[config.mk]
export PLATFORM = sky130hd
export DESIGN_NAME = mem_arbiter_flat
export DESIGN_NICKNAME = d
export VERILOG_FILES = /design/src/rtl/mem_arb_pkg.sv /design/src/rtl/mem_arbiter_if.sv /design/src/rtl/rr_arbiter_2.sv /design/src/rtl/mem_arbiter.sv /design/src/flat_wrapper.sv
export SDC_FILE = /design/constraint.sdc
export NUM_CORES = 1
export LEC_CHECK = 0
export CORE_UTILIZATION = 44
export DETAILED_ROUTE_END_ITERATION = 6
export PLACE_DENSITY = 0.88
export SYNTH_ARGS = -nofsm -noshare
export SYNTH_HDL_FRONTEND = slang
export SYNTH_HIERARCHICAL = 1
export SYNTH_SLANG_ARGS = --single-unit
[constraint.sdc]
create_clock -name clk_i -period 2 [get_ports clk_i]
set_input_delay 0.6 -clock clk_i [delete_from_list [all_inputs] [get_ports clk_i]]
set_output_delay 0.6 -clock clk_i [all_outputs]
set_load 0.05 [all_outputs]
[src/rtl/mem_arb_pkg.sv]
// Shared definitions for the register-memory arbiter.
//   state_e      : arbiter sequencer states
//   PORT_A/PORT_B: requester index (A = CPU core, B = loader/debug)
package mem_arb_pkg;

  localparam int unsigned DEFAULT_REGISTER_WIDTH       = 4;
  localparam int unsigned DEFAULT_MEMORY_ADDRESS_WIDTH = 4;

  typedef enum logic [1:0] {
    IDLE   = 2'd0,
    ACCESS = 2'd1,
    RESP   = 2'd2
  } state_e;

  localparam logic PORT_A = 1'b0;
  localparam logic PORT_B = 1'b1;

endpackage

[src/rtl/mem_arbiter_if.sv]
// Requester-side handshake bundle for one arbiter port.
//   req/we/addr/wdata : request, held stable until gnt
//   gnt               : one-cycle grant pulse
//   rvalid/rdata      : one-cycle read response, rdata holds between reads
// master = requester, slave = arbiter.
interface mem_arbiter_if #(
  parameter int unsigned AW = 4,
  parameter int unsigned DW = 4
);
  logic          req;
  logic          we;
  logic [AW-1:0] addr;
  logic [DW-1:0] wdata;
  logic          gnt;
  logic          rvalid;
  logic [DW-1:0] rdata;

  modport master (
    output req, we, addr, wdata,
    input  gnt, rvalid, rdata
  );

  modport slave (
    input  req, we, addr, wdata,
    output gnt, rvalid, rdata
  );
endinterface

[src/rtl/rr_arbiter_2.sv]
// Combinational two-way winner select.
//   req        : {B, A} request vector
//   last_grant : port granted most recently
//   lock_owner : loader holds the memory, only B is eligible
//   valid_c    : some eligible request exists
//   sel_c      : winning port index
module rr_arbiter_2
  import mem_arb_pkg::*;
#(
  parameter int unsigned FIXED_PRIORITY = 0
) (
  input  logic [1:0] req,
  input  logic       last_grant,
  input  logic       lock_owner,
  output logic       valid_c,
  output logic       sel_c
);

  logic [1:0] eligible;

  always_comb begin
    eligible = req;
    if (lock_owner) begin
      eligible = req & 2'b10;
    end
    valid_c = |eligible;
    sel_c   = PORT_A;
    if (&eligible) begin
      // Conflict: B under fixed priority, otherwise whoever did not go last.
      sel_c = (FIXED_PRIORITY != 0) ? PORT_B : ~last_grant;
    end else begin
      sel_c = eligible[1];
    end
  end

endmodule

[src/rtl/mem_arbiter.sv]
// Two-requester arbiter/sequencer in front of the single-port register memory.
//   clk_i, reset_ni          : clock, asynchronous active-low reset
//   a_port, b_port           : requester handshakes (A = core, B = loader)
//   b_lock_i                 : loader lock, keeps ownership with B while high
//   mem_*_o / mem_data_i     : memory enables, address, write data, read data
//   busy_o                   : high while an access is in flight
// Each access is a one-cycle ACCESS phase (enables driven, gnt pulsed),
// followed for reads by a one-cycle RESP phase carrying rvalid.
module mem_arbiter
  import mem_arb_pkg::*;
#(
  parameter int unsigned REGISTER_WIDTH       = DEFAULT_REGISTER_WIDTH,
  parameter int unsigned MEMORY_ADDRESS_WIDTH = DEFAULT_MEMORY_ADDRESS_WIDTH,
  parameter int unsigned FIXED_PRIORITY       = 0
) (
  input  logic                            clk_i,
  input  logic                            reset_ni,
  mem_arbiter_if.slave                    a_port,
  mem_arbiter_if.slave                    b_port,
  input  logic                            b_lock_i,
  output logic                            mem_write_en_o,
  output logic                            mem_read_en_o,
  output logic [MEMORY_ADDRESS_WIDTH-1:0] mem_addr_o,
  output logic [REGISTER_WIDTH-1:0]       mem_data_o,
  input  logic [REGISTER_WIDTH-1:0]       mem_data_i,
  output logic                            busy_o
);

  state_e state;
  logic   sel_q;
  logic   we_q;
  logic   last_grant;
  logic   lock_owner;

  logic                            win_valid_c;
  logic                            win_sel_c;
  logic                            win_we_c;
  logic [MEMORY_ADDRESS_WIDTH-1:0] win_addr_c;
  logic [REGISTER_WIDTH-1:0]       win_wdata_c;

  rr_arbiter_2 #(
    .FIXED_PRIORITY(FIXED_PRIORITY)
  ) u_rr_arbiter_2 (
    .req       ({b_port.req, a_port.req}),
    .last_grant(last_grant),
    .lock_owner(lock_owner),
    .valid_c   (win_valid_c),
    .sel_c     (win_sel_c)
  );

  // Request fields of the winning port.
  always_comb begin
    win_we_c    = a_port.we;
    win_addr_c  = a_port.addr;
    win_wdata_c = a_port.wdata;
    if (win_sel_c == PORT_B) begin
      win_we_c    = b_port.we;
      win_addr_c  = b_port.addr;
      win_wdata_c = b_port.wdata;
    end
  end

  // Sequencer; memory-side and grant outputs are loaded one edge ahead so
  // they are valid throughout the ACCESS cycle and zero elsewhere.
  always_ff @(posedge clk_i or negedge reset_ni) begin
    if (!reset_ni) begin
      state          <= IDLE;
      sel_q          <= PORT_A;
      we_q           <= 1'b0;
      last_grant     <= PORT_B;
      lock_owner     <= 1'b0;
      busy_o         <= 1'b0;
      mem_write_en_o <= 1'b0;
      mem_read_en_o  <= 1'b0;
      mem_addr_o     <= '0;
      mem_data_o     <= '0;
      a_port.gnt     <= 1'b0;
      b_port.gnt     <= 1'b0;
      a_port.rvalid  <= 1'b0;
      b_port.rvalid  <= 1'b0;
      a_port.rdata   <= '0;
      b_port.rdata   <= '0;
    end else begin
      mem_write_en_o <= 1'b0;
      mem_read_en_o  <= 1'b0;
      mem_addr_o     <= '0;
      mem_data_o     <= '0;
      a_port.gnt     <= 1'b0;
      b_port.gnt     <= 1'b0;
      a_port.rvalid  <= 1'b0;
      b_port.rvalid  <= 1'b0;

      unique case (state)
        IDLE: begin
          if (win_valid_c) begin
            state          <= ACCESS;
            busy_o         <= 1'b1;
            sel_q          <= win_sel_c;
            we_q           <= win_we_c;
            last_grant     <= win_sel_c;
            mem_addr_o     <= win_addr_c;
            mem_write_en_o <= win_we_c;
            mem_read_en_o  <= ~win_we_c;
            mem_data_o     <= win_we_c ? win_wdata_c : '0;
            if (win_sel_c == PORT_B) begin
              b_port.gnt <= 1'b1;
            end else begin
              a_port.gnt <= 1'b1;
            end
          end
          // Lock is taken only together with a B grant, released whenever
          // the loader drops it while we are idle.
          if (win_valid_c && (win_sel_c == PORT_B) && b_lock_i) begin
            lock_owner <= 1'b1;
          end else if (!b_lock_i) begin
            lock_owner <= 1'b0;
          end
        end

        ACCESS: begin
          if (we_q) begin
            state  <= IDLE;
            busy_o <= 1'b0;
          end else begin
            state <= RESP;
            if (sel_q == PORT_B) begin
              b_port.rdata  <= mem_data_i;
              b_port.rvalid <= 1'b1;
            end else begin
              a_port.rdata  <= mem_data_i;
              a_port.rvalid <= 1'b1;
            end
          end
        end

        RESP: begin
          state  <= IDLE;
          busy_o <= 1'b0;
        end

        default: begin
          state  <= IDLE;
          busy_o <= 1'b0;
        end
      endcase
    end
  end

endmodule

[src/flat_wrapper.sv]
// flat-port wrapper written by rule: the top's interface ports become plain ports
module mem_arbiter_flat import mem_arb_pkg::*;
#(
  parameter int unsigned REGISTER_WIDTH       = DEFAULT_REGISTER_WIDTH,
  parameter int unsigned MEMORY_ADDRESS_WIDTH = DEFAULT_MEMORY_ADDRESS_WIDTH,
  parameter int unsigned FIXED_PRIORITY       = 0
)
  (clk_i, reset_ni, b_lock_i, mem_write_en_o, mem_read_en_o, mem_addr_o, mem_data_o, mem_data_i, busy_o, a_port_req, a_port_we, a_port_addr, a_port_wdata, a_port_gnt, a_port_rvalid, a_port_rdata, b_port_req, b_port_we, b_port_addr, b_port_wdata, b_port_gnt, b_port_rvalid, b_port_rdata);
  mem_arbiter_if #(.AW(4), .DW(4)) a_port_i ();
  mem_arbiter_if #(.AW(4), .DW(4)) b_port_i ();
  input  logic clk_i;
  input  logic reset_ni;
  input  logic b_lock_i;
  output logic mem_write_en_o;
  output logic mem_read_en_o;
  output logic [MEMORY_ADDRESS_WIDTH-1:0] mem_addr_o;
  output logic [REGISTER_WIDTH-1:0] mem_data_o;
  input  logic [REGISTER_WIDTH-1:0] mem_data_i;
  output logic busy_o;
  input wire logic [$bits(a_port_i.req)-1:0] a_port_req;
  input wire logic [$bits(a_port_i.we)-1:0] a_port_we;
  input wire logic [$bits(a_port_i.addr)-1:0] a_port_addr;
  input wire logic [$bits(a_port_i.wdata)-1:0] a_port_wdata;
  output wire logic [$bits(a_port_i.gnt)-1:0] a_port_gnt;
  output wire logic [$bits(a_port_i.rvalid)-1:0] a_port_rvalid;
  output wire logic [$bits(a_port_i.rdata)-1:0] a_port_rdata;
  input wire logic [$bits(b_port_i.req)-1:0] b_port_req;
  input wire logic [$bits(b_port_i.we)-1:0] b_port_we;
  input wire logic [$bits(b_port_i.addr)-1:0] b_port_addr;
  input wire logic [$bits(b_port_i.wdata)-1:0] b_port_wdata;
  output wire logic [$bits(b_port_i.gnt)-1:0] b_port_gnt;
  output wire logic [$bits(b_port_i.rvalid)-1:0] b_port_rvalid;
  output wire logic [$bits(b_port_i.rdata)-1:0] b_port_rdata;
  assign a_port_i.req = a_port_req;
  assign a_port_i.we = a_port_we;
  assign a_port_i.addr = a_port_addr;
  assign a_port_i.wdata = a_port_wdata;
  assign a_port_gnt = a_port_i.gnt;
  assign a_port_rvalid = a_port_i.rvalid;
  assign a_port_rdata = a_port_i.rdata;
  assign b_port_i.req = b_port_req;
  assign b_port_i.we = b_port_we;
  assign b_port_i.addr = b_port_addr;
  assign b_port_i.wdata = b_port_wdata;
  assign b_port_gnt = b_port_i.gnt;
  assign b_port_rvalid = b_port_i.rvalid;
  assign b_port_rdata = b_port_i.rdata;
  mem_arbiter #(.REGISTER_WIDTH(REGISTER_WIDTH), .MEMORY_ADDRESS_WIDTH(MEMORY_ADDRESS_WIDTH), .FIXED_PRIORITY(FIXED_PRIORITY)) u_core (.clk_i(clk_i), .reset_ni(reset_ni), .a_port(a_port_i), .b_port(b_port_i), .b_lock_i(b_lock_i), .mem_write_en_o(mem_write_en_o), .mem_read_en_o(mem_read_en_o), .mem_addr_o(mem_addr_o), .mem_data_o(mem_data_o), .mem_data_i(mem_data_i), .busy_o(busy_o));
endmodule
==> results of run 1 <==
## worst reg2reg max path, stage by stage, from the launching register on
cell                      delay, ps
sky130_fd_sc_hd__dfrtp_1        480
sky130_fd_sc_hd__nor4b_4        480
sky130_fd_sc_hd__mux2_2         390
## through the flow
| step | util (%) | instances |
|---|---|---|
| 2_1_floorplan | - | 78 |
| 3_3_place_gp | 66.36 | 160 |
| 3_5_place_dp | 66.36 | 160 |
| 4_1_cts | 68.76 | 168 |
| 5_1_grt | 68.76 | 168 |
| 6_report | 68.76 | 168 |
## final cells by class
| type | count | area share [%] |
|---|---|---|
| Inverter | 4 | 0.8895 |
| Multi-Input combinational cell | 42 | 22.02 |
| Clock buffer | 8 | 3.484 |
| Sequential cell | 29 | 43.07 |
| Tap cell | 30 | 2.224 |
| Timing Repair Buffer | 55 | 28.32 |
## cell families (layout without fill, tap and decap cells)
group / after synthesis / in the layout
buffers and inverters: 7 / 67
AND/OR/NAND/NOR: 17 / 17
multiplexers: 18 / 18
flip-flops: 29 / 29
AO/OA/AOI/OAI: 7 / 7
## worst max-delay path by stage
stage	from	endpoint	slack [ps]	cells past startpoint
finish	a_port_req	u_core/we_q	270	5
global route	a_port_req	u_core/we_q	240	5
CTS	a_port_req	u_core/we_q	270	5
detailed placement	a_port_req	u_core/we_q	-50	5
global placement	a_port_req	u_core/we_q	-6	5
floorplan	a_port_req	u_core/lock_owner	480	4
## state kept, by name, indices dropped and copies added (netlist names)
register	flops
u_core/a_port.rdata	4
u_core/b_port.rdata	4
u_core/mem_addr_o	4
u_core/mem_data_o	4
u_core/state	2
u_core/a_port.gnt	1
u_core/a_port.rvalid	1
u_core/b_port.gnt	1
u_core/b_port.rvalid	1
u_core/busy_o	1
u_core/last_grant	1
u_core/lock_owner	1
u_core/mem_read_en_o	1
u_core/mem_write_en_o	1
u_core/sel_q	1
u_core/we_q	1
## per-layer routing
layer  GRT usage [%]  vias to the layer above  wire length [microns]
li1                -                      387                      -
met5               0                        -                      0
met2           27.85                       40                   1009
met1           20.23                      377                    887
met4           9.211                        0                     44
met3           8.696                        4                    180
## placed cells by master (no fill, tap or decap)
cell / Yosys / layout
sky130_fd_sc_hd__o21bai_1: 1 / 1
sky130_fd_sc_hd__a21oi_1: 1 / 1
sky130_fd_sc_hd__or3b_4: 1 / 1
sky130_fd_sc_hd__and4bb_2: 1 / 1
sky130_fd_sc_hd__clkbuf_4: 0 / 5
sky130_fd_sc_hd__nand2b_1: 1 / 1
sky130_fd_sc_hd__a21o_2: 2 / 2
sky130_fd_sc_hd__and2_1: 1 / 1
sky130_fd_sc_hd__nor2_1: 6 / 6
sky130_fd_sc_hd__nor3b_1: 1 / 1
sky130_fd_sc_hd__clkdlybuf4s50_1: 0 / 26
sky130_fd_sc_hd__o32a_2: 1 / 1
sky130_fd_sc_hd__dfstp_2: 1 / 1
sky130_fd_sc_hd__mux2_2: 8 / 8
sky130_fd_sc_hd__buf_4: 0 / 29
sky130_fd_sc_hd__nor4b_4: 1 / 1
sky130_fd_sc_hd__clkbuf_8: 0 / 1
sky130_fd_sc_hd__nor4bb_1: 1 / 1
sky130_fd_sc_hd__a21o_1: 1 / 1
sky130_fd_sc_hd__nor3_1: 4 / 4
sky130_fd_sc_hd__a31oi_2: 1 / 1
sky130_fd_sc_hd__mux2i_1: 10 / 10
sky130_fd_sc_hd__clkbuf_1: 0 / 2
sky130_fd_sc_hd__dfrtp_1: 28 / 28
sky130_fd_sc_hd__inv_1: 4 / 4
## power by group through the flow
stage	Sequential [mW]	Clock (mW)	Combinational, mW
4_1_cts	0.983	0.367	1.42
2_1_floorplan	1.57	0	0.393
3_3_place_gp	0.977	0	1.40
6_report	0.976	0.352	1.41
5_1_grt	1.00	0.402	1.48
3_5_place_dp	0.985	0	1.42
==> metrics.md, run 1 <==
| Metric | Value |
|---|---|
| Reg-to-reg setup timing slack | 540 ps |
| Worst stage delay on the critical path | 490 ps |
| Average routed wire per standard cell | 12.63 microns |
| Post-CTS Setup Repair Bufs | 0 |
| Global-route wire length before repair | 3367 microns |
| Count of buffer and inverter cells on the critical path | 2 |
| CTS tree | yes |
| Sw Share | 44.21% |
| RSZ-0062 raised after global routing | no |
| Detailed-route DRC error count | 0 |
| Sequential-to-total area share from yosys stat | between 60 and 70% |
| Final-layout setup total negative slack | 0 ps |
| Async set or reset register ratio after synthesis | 100.0% |
| Minimum setup slack in the final design | between 200 and 300 ps |
| Cell type with the largest total area after synthesis | sky130_fd_sc_hd__dfrtp_1 |
| Initial core utilization | 46.23% |
| Area share of fa/ha/maj cells after synthesis | 0% |
| Top cell types by occurrence after synthesis | 28 x sky130_fd_sc_hd__dfrtp_1, 10 x sky130_fd_sc_hd__mux2i_1, 8 x sky130_fd_sc_hd__mux2_2, 6 x sky130_fd_sc_hd__nor2_1 |
| Placement row count | 18 |
| Syn_area_per_cell | 14.55 sq um |
| Data arrival time of the worst path | just under 2000 ps |
| Critical Path Sink Type | flip-flop |
| Count of TritonRoute iterations in the first routing pass | 6 |
| Transition at the pin with the smallest max-transition slack | 410.7 ps |
| Max capacitance violation total | 0 |
| Family with the most delay on the worst path | buffers and inverters |
| Height of the die | 52.79 microns |
| Worst path slowest cell | sky130_fd_sc_hd__clkdlybuf4s50_1 |
| Initial DRC Count | 7 |
| Hold Path Stages | 1 |
| Number of diodes | 0 |
| Initial antenna violation count | 0 |
| Clock slew at reported path FFs | 80 ps |
| Root cell of the clock tree | sky130_fd_sc_hd__clkbuf_4 |
| Net switching power | 1.209 mW |
| Post-placement cell area | 1629 sq um |
| Hold path startpoint | u_core/a_port.rdata[2] |
| Area occupied by registers | 726.9 sq um |
| Detailed Route WL | 2122 microns |
| Via count | about 810 |
| WHS Endpoint | u_core/a_port.rdata[2] |
| Area delta synth->final | 48.73% |
| Yosys warnings | 6 |
| DRT antenna net count | 0 |
| Post-synthesis net count | 105 |
| Number of filler cells placed in the layout | 184 |
| Share of total power in combinational logic | 51.4% |
| Leakage Power | about 0.82 nW |
| Layout cells sized above 1 | 36.96% |
| Number of hold violations in the final report | 0 |
| Normalized max-slew margin | around 73% |
| Startpoint type of the worst setup path | primary input |
| Reg2Reg Capture Point | u_core/a_port.rdata[0] |
| Minimum period implied by the final worst setup slack | approximately 1700 ps |
| Post-DR vias/cell | just under 5 |
| Number of clock sinks | 29 |
| Number of ports placed on the die boundary | 50 |
| Count of buffers inserted at the top-level ports | 49 |
| Internal cell power | 1.526 mW |
| Final setup violating endpoints | 0 |
| Clock latency on the worst-skew pair | roughly 310 ps |
| Maximum number of pins on one net before global-route repair | 30 |
| Max IR drop VDD | 1217 uV |
| Final clock period utilization by the worst path | 86.57% |
| Overall power | 2.735 mW |
| Type of the worst setup path | in -> reg |
| CTS max path bufs | 2 |
| Max-slew violation count | 0 |
| Top-area cell type share of the netlist area | about three fifths |
| Number of library cell types mapped by synthesis | 23 |
| Post_cts resized | 0 |
| Critical path fanouts, max | 9 |
| Hold/Removal Path Class | reg -> reg |
| Number of enable flip-flop cells after synthesis | 0 |
| Final Instance Area | between 1500 and 2000 sq um |
| Combinational family with the most area after synthesis | multiplexers |
| Half-perimeter wire length after detailed placement | 1562 microns |
| Multiplexer share of the synthesized area | between 10% and 20% |
| Die Span X | 52.79 microns |
| Depth of the worst register-to-register path | 2 |
| Number of standard cells after synthesis | 78 |
| Total core area | around 2500 sq um |
| Synthesized-area fraction occupied by ao, oa, aoi and oai cells | 5.402% |
| Sequential share of power | between 30% and 40% |
| XOR/XNOR Fraction of Synth Area | 0% |
| Multi-input gate area | 371.6 sq um |
| Worst slack at placement | -51.47 ps |
| Worst hold slack after final layout | 513.2 ps |
| Grt total ovfl | 0 |
| Power share of the clock group | 12.9% |
| Count leader, synth | sky130_fd_sc_hd__dfrtp_1 |
| List of cells traversed by the critical path | clkdlybuf4s50_1 -> a21o_1 -> or3b_4 -> inv_1 -> mux2i_1 |
| Cell area after synthesis | 1135 sq um |
| Number of flip-flops and latches in the synthesized netlist | 29 |
| Critical path required time | 2230 ps |
| Final weighted congestion of routability-driven global placement | about 0.73 |
| Quantity of hold-fixing buffers added after cts | 0 |
| Achievable frequency | 577.5 MHz |
| Number of global-route vias before repair | 773 |
| Clock buffers created by TritonCTS | 5 |
| Overall die area | 2786 sq um |
| Skew final | 5.540 ps |
| # nets final | 164 |
| Ratio of total power to cell area | 1621 nW/um^2 |
| Most used flip-flop cell after synthesis | sky130_fd_sc_hd__dfrtp_1 |
| Top area cells in the synthesized netlist | sky130_fd_sc_hd__dfrtp_1 62%, sky130_fd_sc_hd__mux2i_1 8.8%, sky130_fd_sc_hd__mux2_2 7.9% |
| Launching point of the worst reg2reg path | u_core/state[1] |
| Basic-gate share of the synthesized area counting and, or, nand and nor cells | 10.58% |
| Total routing usage reported by global routing | 17.92% |
| Status | completed |
| Maximum level of the CTS H-tree | 2 |
(Power assumes the default switching activity.)
==> run 2, diff against run 1 <==
--- a/config.mk
+++ b/config.mk
@@ -10,2 +10,3 @@
 export PLACE_DENSITY = 0.88
+export SKIP_LAST_GASP = 1
 export SYNTH_ARGS = -nofsm -noshare
--- a/constraint.sdc
+++ b/constraint.sdc
@@ -3,2 +3,2 @@
 set_output_delay 0.6 -clock clk_i [all_outputs]
-set_load 0.05 [all_outputs]
+set_load 0.005 [all_outputs]
==> metrics.md, run 2 (synthesized netlist as in run 1, its figures left out) <==
| Metric | Value |
|---|---|
| Number of hold violations in the final report | 0 (unchanged) |
| Overall die area | 2786 sq um (unchanged) |
| Count of buffer and inverter cells on the critical path | 1 (-1) |
| Detailed-route DRC error count | 0 (unchanged) |
| # nets final | 164 (unchanged) |
| Leading cell type in the layout, fill and taps excluded | sky130_fd_sc_hd__clkdlybuf4s50_1 |
| Count of buffers inserted at the top-level ports | 49 (unchanged) |
| Commonest non-fill, non-tap cells in the layout | 49 x sky130_fd_sc_hd__clkdlybuf4s50_1, 28 x sky130_fd_sc_hd__dfrtp_1, 10 x sky130_fd_sc_hd__mux2i_1, 8 x sky130_fd_sc_hd__mux2_2 |
| Hold/Removal Path Class | reg -> reg |
| Share of total power in combinational logic | 40.6% (-11 points) |
| List of cells traversed by the critical path | clkdlybuf4s50_1 |
| Die Span X | 52.79 microns (unchanged) |
| Final-layout setup total negative slack | 0 ps (unchanged) |
| Sequential share of power | 44.7% (+9.0 points) |
| Maximum number of pins on one net before global-route repair | 30 (unchanged) |
| Hold Path Stages | 1 (unchanged) |
| Worst stage delay on the critical path | 510 ps (+20 ps) |
| Max IR drop VDD | 804.9 uV (-34%) |
| Number of clock sinks | 29 (unchanged) |
| Logic depth of the worst path, buffers included | 1 (-4) |
| Maximum level of the CTS H-tree | 2 (unchanged) |
| Internal cell power | 1.548 mW (+1.4%) |
| Worst path slowest cell | sky130_fd_sc_hd__clkdlybuf4s50_1 |
| Net switching power | 622.9 uW (-48%) |
| Minimum setup slack in the final design | 200.7 ps (-67.86 ps) |
| Minimum period implied by the final worst setup slack | 1799 ps (+67.86 ps) |
| DRT antenna net count | 0 (unchanged) |
| Type of the worst setup path | reg -> out |
| Skew final | 8.300 ps (+2.760 ps) |
| Global-route wire length before repair | 3574 microns (+6.1%) |
| Final setup violating endpoints | 0 (unchanged) |
| Post-route non-filler standard cell count | 168 (unchanged) |
| Max-slew violation count | 0 (unchanged) |
| Number of diodes | 0 (unchanged) |
| Final weighted congestion of routability-driven global placement | 0.7283 (-0.63%) |
| Initial DRC Count | 7 (unchanged) |
| Family with the most delay on the worst path | buffers and inverters |
| Clock slew at reported path FFs | 80 ps (about the same) |
| Height of the die | 52.79 microns (unchanged) |
| Clock latency on the worst-skew pair | 320 ps (about the same) |
| Half-perimeter wire length after detailed placement | 1726 microns (+10%) |
| Cell count after placement | 160 (unchanged) |
| Area delta synth->final | 53.14% |
| Depth of the worst register-to-register path | 5 (+3) |
| Post-CTS Setup Repair Bufs | 0 (unchanged) |
| Achievable frequency | 555.8 MHz (-3.8%) |
| Max capacitance violation total | 0 (unchanged) |
| Post_cts resized | 0 (unchanged) |
| Initial antenna violation count | 0 (unchanged) |
| Data arrival time of the worst path | 1200 ps (-760 ps) |
| Utilization of the core after routing | 70.80% (+2.0 points) |
| Leakage Power | 0.7840 nW (-4.1%) |
| Initial core utilization | 46.23% (unchanged) |
| Ratio of total power to cell area | 1249 nW/um^2 (-23%) |
| Total routing usage reported by global routing | 19.70% (+1.8 points) |
| Critical path required time | 1400 ps (-830 ps) |
| Root cell of the clock tree | sky130_fd_sc_hd__clkbuf_4 |
| Layout cells sized above 1 | 21.01% (-16 points) |
| CTS max path bufs | 2 (unchanged) |
| Quantity of hold-fixing buffers added after cts | 0 (unchanged) |
| Detailed Route WL | 2218 microns (+4.5%) |
| Total core area | 2455 sq um (unchanged) |
| Number of ports placed on the die boundary | 50 (unchanged) |
| Power share of the clock group | 14.7% (+1.8 points) |
| Normalized max-slew margin | 72.67% (+0.16 points) |
| Clock buffers created by TritonCTS | 5 (unchanged) |
| Number of global-route vias before repair | 828 (+7.1%) |
| Transition at the pin with the smallest max-transition slack | 408.3 ps (-2.427 ps) |
| Worst slack at placement | -105.3 ps (-53.85 ps) |
| Final clock period utilization by the worst path | 89.97% (+3.4 points) |
| Via count | 845 (+4.6%) |
| Sw Share | 28.70% (-16 points) |
| RSZ-0062 raised after global routing | no |
| CTS tree | yes |
| Critical path fanouts, max | 3 (-6) |
| Average routed wire per standard cell | 13.20 microns (+4.5%) |
| Status | completed |
| Placement row count | 18 (unchanged) |
| Post-DR vias/cell | 5.030 (+4.6%) |
| Grt total ovfl | 0 (unchanged) |
| Critical Path Sink Type | output pin |
| Count of TritonRoute iterations in the first routing pass | 4 (-2) |
| Startpoint type of the worst setup path | flip-flop |
[run 2: cell count changes in the layout (fill, tap and decap cells not counted), sizes merged]
cell,change
buf,-23
clkbuf,-2
clkdlybuf4s50,+23
clkinv,+2
[run 2: power by group through the flow]
stage | Clock [mW] | Combinational (mW) | Sequential [mW]
after floorplan | 0 | 0.393 | 0.978
after global placement | 0 | 0.866 | 0.969
after detailed placement | 0 | 0.890 | 0.985
after CTS | 0.331 | 0.894 | 0.974
after global routing | 0.359 | 0.954 | 1.00
final | 0.320 | 0.881 | 0.969
[run 2: worst reg2reg max path, cell delays in order (launching register included)]
cell	delay, ps
sky130_fd_sc_hd__dfrtp_1	390
sky130_fd_sc_hd__inv_1	90
sky130_fd_sc_hd__a21o_1	150
sky130_fd_sc_hd__or3b_4	440
sky130_fd_sc_hd__inv_1	120
sky130_fd_sc_hd__mux2i_1	190
[run 2: worst paths after layout]
check,startpoint,endpoint,slack (ps)
max,u_core/busy_o,busy_o,200
min,u_core/a_port.rdata[3],u_core/a_port.rdata[3],510
max reg2reg,u_core/lock_owner,u_core/we_q,550
min reg2reg,u_core/a_port.rdata[3],u_core/a_port.rdata[3],510
max in group asynchronous,reset_ni,u_core/last_grant,1040
min in group asynchronous,reset_ni,u_core/mem_addr_o[3],660
[run 2: metrics by stage]
stage / total power, mW / cell area (sq um) / hold slack, ps
after floorplan: 1.371 / 1135 / 304.4
after global placement: 1.835 / 1687 / 491.1
after detailed placement: 1.875 / 1687 / 500.0
after CTS: 2.199 / 1738 / 518.5
after global routing: 2.313 / 1738 / 531.5
final: 2.170 / 1738 / 510.4
[run 2: area by class of cell]
| cell class | instances | area (sq um) |
|---|---|---|
| timing repair buffer | 55 | 535.5 |
| fill | 193 | 716.9 |
| sequential | 29 | 726.9 |
| inverter | 4 | 15.01 |
| clock buffer | 6 | 41.29 |
| multi-input combinational | 42 | 371.6 |
| clock inverter | 2 | 10.01 |
| tap | 30 | 37.54 |
[run 2: per-layer routing]
layer / track usage, % / wire, microns
met1: 19.06 / 780
met3: 12.75 / 264
met5: 0 / 0
met2: 31.43 / 1128
met4: 10.96 / 43
==> run 3, diff against run 2 <==
REMOVE_ABC_BUFFERS = 1   (was unset)
SLEW_MARGIN = 5   (was unset)
==> metrics.md, run 3 (synthesized netlist as in run 1, its figures left out) <==
| Metric | Value |
|---|---|
| Height of the die | 52.79 microns (unchanged) |
| Count of buffer and inverter cells on the critical path | 1 (unchanged) |
| Post-route non-filler standard cell count | 168 (unchanged) |
| # nets final | 164 (unchanged) |
| Clock slew at reported path FFs | 90 ps (about the same) |
| Achievable frequency | 554.0 MHz (-0.32%) |
| Status | completed |
| Average routed wire per standard cell | 13.85 microns (+4.9%) |
| Max capacitance violation total | 0 (unchanged) |
| Net switching power | 634.5 uW (+1.9%) |
| Number of clock sinks | 29 (unchanged) |
| Commonest non-fill, non-tap cells in the layout | 49 x sky130_fd_sc_hd__clkdlybuf4s50_1, 28 x sky130_fd_sc_hd__dfrtp_1, 10 x sky130_fd_sc_hd__mux2i_1, 8 x sky130_fd_sc_hd__mux2_2 |
| Critical path required time | 1400 ps (about the same) |
| Initial core utilization | 46.23% (unchanged) |
| Critical Path Sink Type | output pin |
| Utilization of the core after routing | 71.10% (+0.31 points) |
| Hold path startpoint | u_core/b_port.rdata[3] |
| Hold Path Stages | 1 (unchanged) |
| Sequential share of power | 43.6% (-1.1 points) |
| Count of buffers inserted at the top-level ports | 49 (unchanged) |
| Normalized max-slew margin | 75.36% (+2.7 points) |
| DRT antenna net count | 0 (unchanged) |
| Placement row count | 18 (unchanged) |
| Initial antenna violation count | 0 (unchanged) |
| Internal cell power | 1.588 mW (+2.6%) |
| Reg2Reg Capture Point | u_core/we_q |
| Detailed-routing wirelength on met1 | 881 microns (+13%) |
| Worst path slowest cell | sky130_fd_sc_hd__clkdlybuf4s50_1 |
| Worst stage delay on the critical path | 510 ps (about the same) |
| Skew final | 2.953 ps (-5.347 ps) |
| Critical path fanouts, max | 3 (unchanged) |
| RSZ-0062 raised after global routing | no |
| Data arrival time of the worst path | 1210 ps (about the same) |
| Leading cell type in the layout, fill and taps excluded | sky130_fd_sc_hd__clkdlybuf4s50_1 |
| Maximum level of the CTS H-tree | 2 (unchanged) |
| Final weighted congestion of routability-driven global placement | 0.7320 (+0.51%) |
| Via count | 822 (-2.7%) |
| Post-DR vias/cell | 4.893 (-2.7%) |
| Minimum period implied by the final worst setup slack | 1805 ps (+5.739 ps) |
| Max IR drop VDD | 848.4 uV (+5.4%) |
| Met3 WL post-DR | 171 microns (-35%) |
| Sw Share | 28.55% (-0.15 points) |
| Worst slack at placement | -80.43 ps (+24.90 ps) |
| Number of ports placed on the die boundary | 50 (unchanged) |
| Global-route wire length before repair | 3946 microns (+10%) |
| Detailed Route WL | 2326 microns (+4.9%) |
| Count of TritonRoute iterations in the first routing pass | 4 (unchanged) |
| Met2 wire length | 1226 microns (+8.7%) |
| Transition at the pin with the smallest max-transition slack | 368.0 ps (-40.25 ps) |
| Power share of the clock group | 16.3% (+1.6 points) |
| List of cells traversed by the critical path | clkdlybuf4s50_1 |
| Ratio of total power to cell area | 1273 nW/um^2 (+2.0%) |
| Area delta synth->final | 53.80% |
| Depth of the worst register-to-register path | 5 (unchanged) |
| CTS tree | yes |
| Number of hold violations in the final report | 0 (unchanged) |
| Final clock period utilization by the worst path | 90.25% (+0.29 points) |
| Total routing usage reported by global routing | 20.78% (+1.1 points) |
| Final setup violating endpoints | 0 (unchanged) |
| Hold/Removal Path Class | reg -> reg |
| Leakage Power | 0.7846 nW (about the same) |
| Number of global-route vias before repair | 880 (+6.3%) |
| Minimum setup slack in the final design | 194.9 ps (-5.739 ps) |
| Startpoint type of the worst setup path | flip-flop |
| Launching point of the worst reg2reg path | u_core/lock_owner |
| Initial DRC Count | 7 (unchanged) |
| Grt total ovfl | 0 (unchanged) |
| Layout cells sized above 1 | 20.29% (-0.72 points) |
| Post-CTS Setup Repair Bufs | 0 (unchanged) |
| Share of total power in combinational logic | 40.1% (-0.5 points) |
| Reg-to-reg setup timing slack | 570 ps (+20 ps) |
| WHS Endpoint | u_core/b_port.rdata[3] |
| Maximum number of pins on one net before global-route repair | 30 (unchanged) |
| Clock buffers created by TritonCTS | 5 (unchanged) |
| Total core area | 2455 sq um (unchanged) |
| Cell count after placement | 160 (unchanged) |
| CTS max path bufs | 2 (unchanged) |
| Half-perimeter wire length after detailed placement | 1744 microns (+1.1%) |
| Root cell of the clock tree | sky130_fd_sc_hd__clkbuf_4 |
| Overall die area | 2786 sq um (unchanged) |
| Post_cts resized | 0 (unchanged) |
| Family with the most delay on the worst path | buffers and inverters |
| Quantity of hold-fixing buffers added after cts | 0 (unchanged) |
| Final-layout setup total negative slack | 0 ps (unchanged) |
| Number of diodes | 0 (unchanged) |
| Highest routed layer | met4 |
| Overall power | 2.223 mW (+2.4%) |
| Die Span X | 52.79 microns (unchanged) |
| Clock latency on the worst-skew pair | 320 ps (about the same) |
| Type of the worst setup path | reg -> out |
| Detailed-route DRC error count | 0 (unchanged) |
| Max-slew violation count | 0 (unchanged) |
-- run 3: changes by cell type in the layout (fill, tap and decap cells not counted), sizes merged --
cell    change
clkbuf      +2
clkinv      -2
-- run 3: per-stage QoR --
stage	area [sq um]	hold slack [ps]
finish	1745	511.8
global route	1745	540.9
CTS	1745	513.6
detailed placement	1687	494.3
global placement	1687	488.5
floorplan	1114	304.4
-- run 3: power groups by stage --
stage	registers (mW)	logic (mW)	clock network (mW)
3_5_place_dp	0.984	0.895	0
3_3_place_gp	0.968	0.866	0
4_1_cts	0.972	0.903	0.371
5_1_grt	0.997	0.974	0.399
6_report	0.969	0.891	0.362
2_1_floorplan	0.978	0.363	0
-- run 3: layer usage --
metal | vias up | GRT usage (%)
li1 | 386 | -
met1 | 394 | 23.86
met2 | 35 | 32.28
met3 | 7 | 7.536
met4 | 0 | 13.60
met5 | - | 0
-- run 3: worst register-to-register path, stage by stage (launching register included) --
cell,delay (ps)
sky130_fd_sc_hd__dfrtp_1,390
sky130_fd_sc_hd__inv_1,90
sky130_fd_sc_hd__a21o_1,130
sky130_fd_sc_hd__or3b_4,430
sky130_fd_sc_hd__inv_1,120
sky130_fd_sc_hd__mux2i_1,190
-- run 3: final cells by class --
type | instances | area (sq um)
Tap cell | 30 | 37.54
Fill cell | 170 | 709.4
Sequential cell | 29 | 726.9
Multi-Input combinational cell | 42 | 371.6
Timing Repair Buffer | 55 | 535.5
Inverter | 4 | 15.01
Clock buffer | 8 | 58.81
-- run 3: worst max-delay path by stage --
stage,from,end,slack [ps],cells after the start
floorplan,b_port_req,u_core/we_q,150,4
global placement,a_port_req,u_core/we_q,-10,5
detailed placement,a_port_req,u_core/we_q,-80,5
CTS,u_core/busy_o,busy_o,180,1
global route,u_core/busy_o,busy_o,130,1
finish,u_core/busy_o,busy_o,190,1
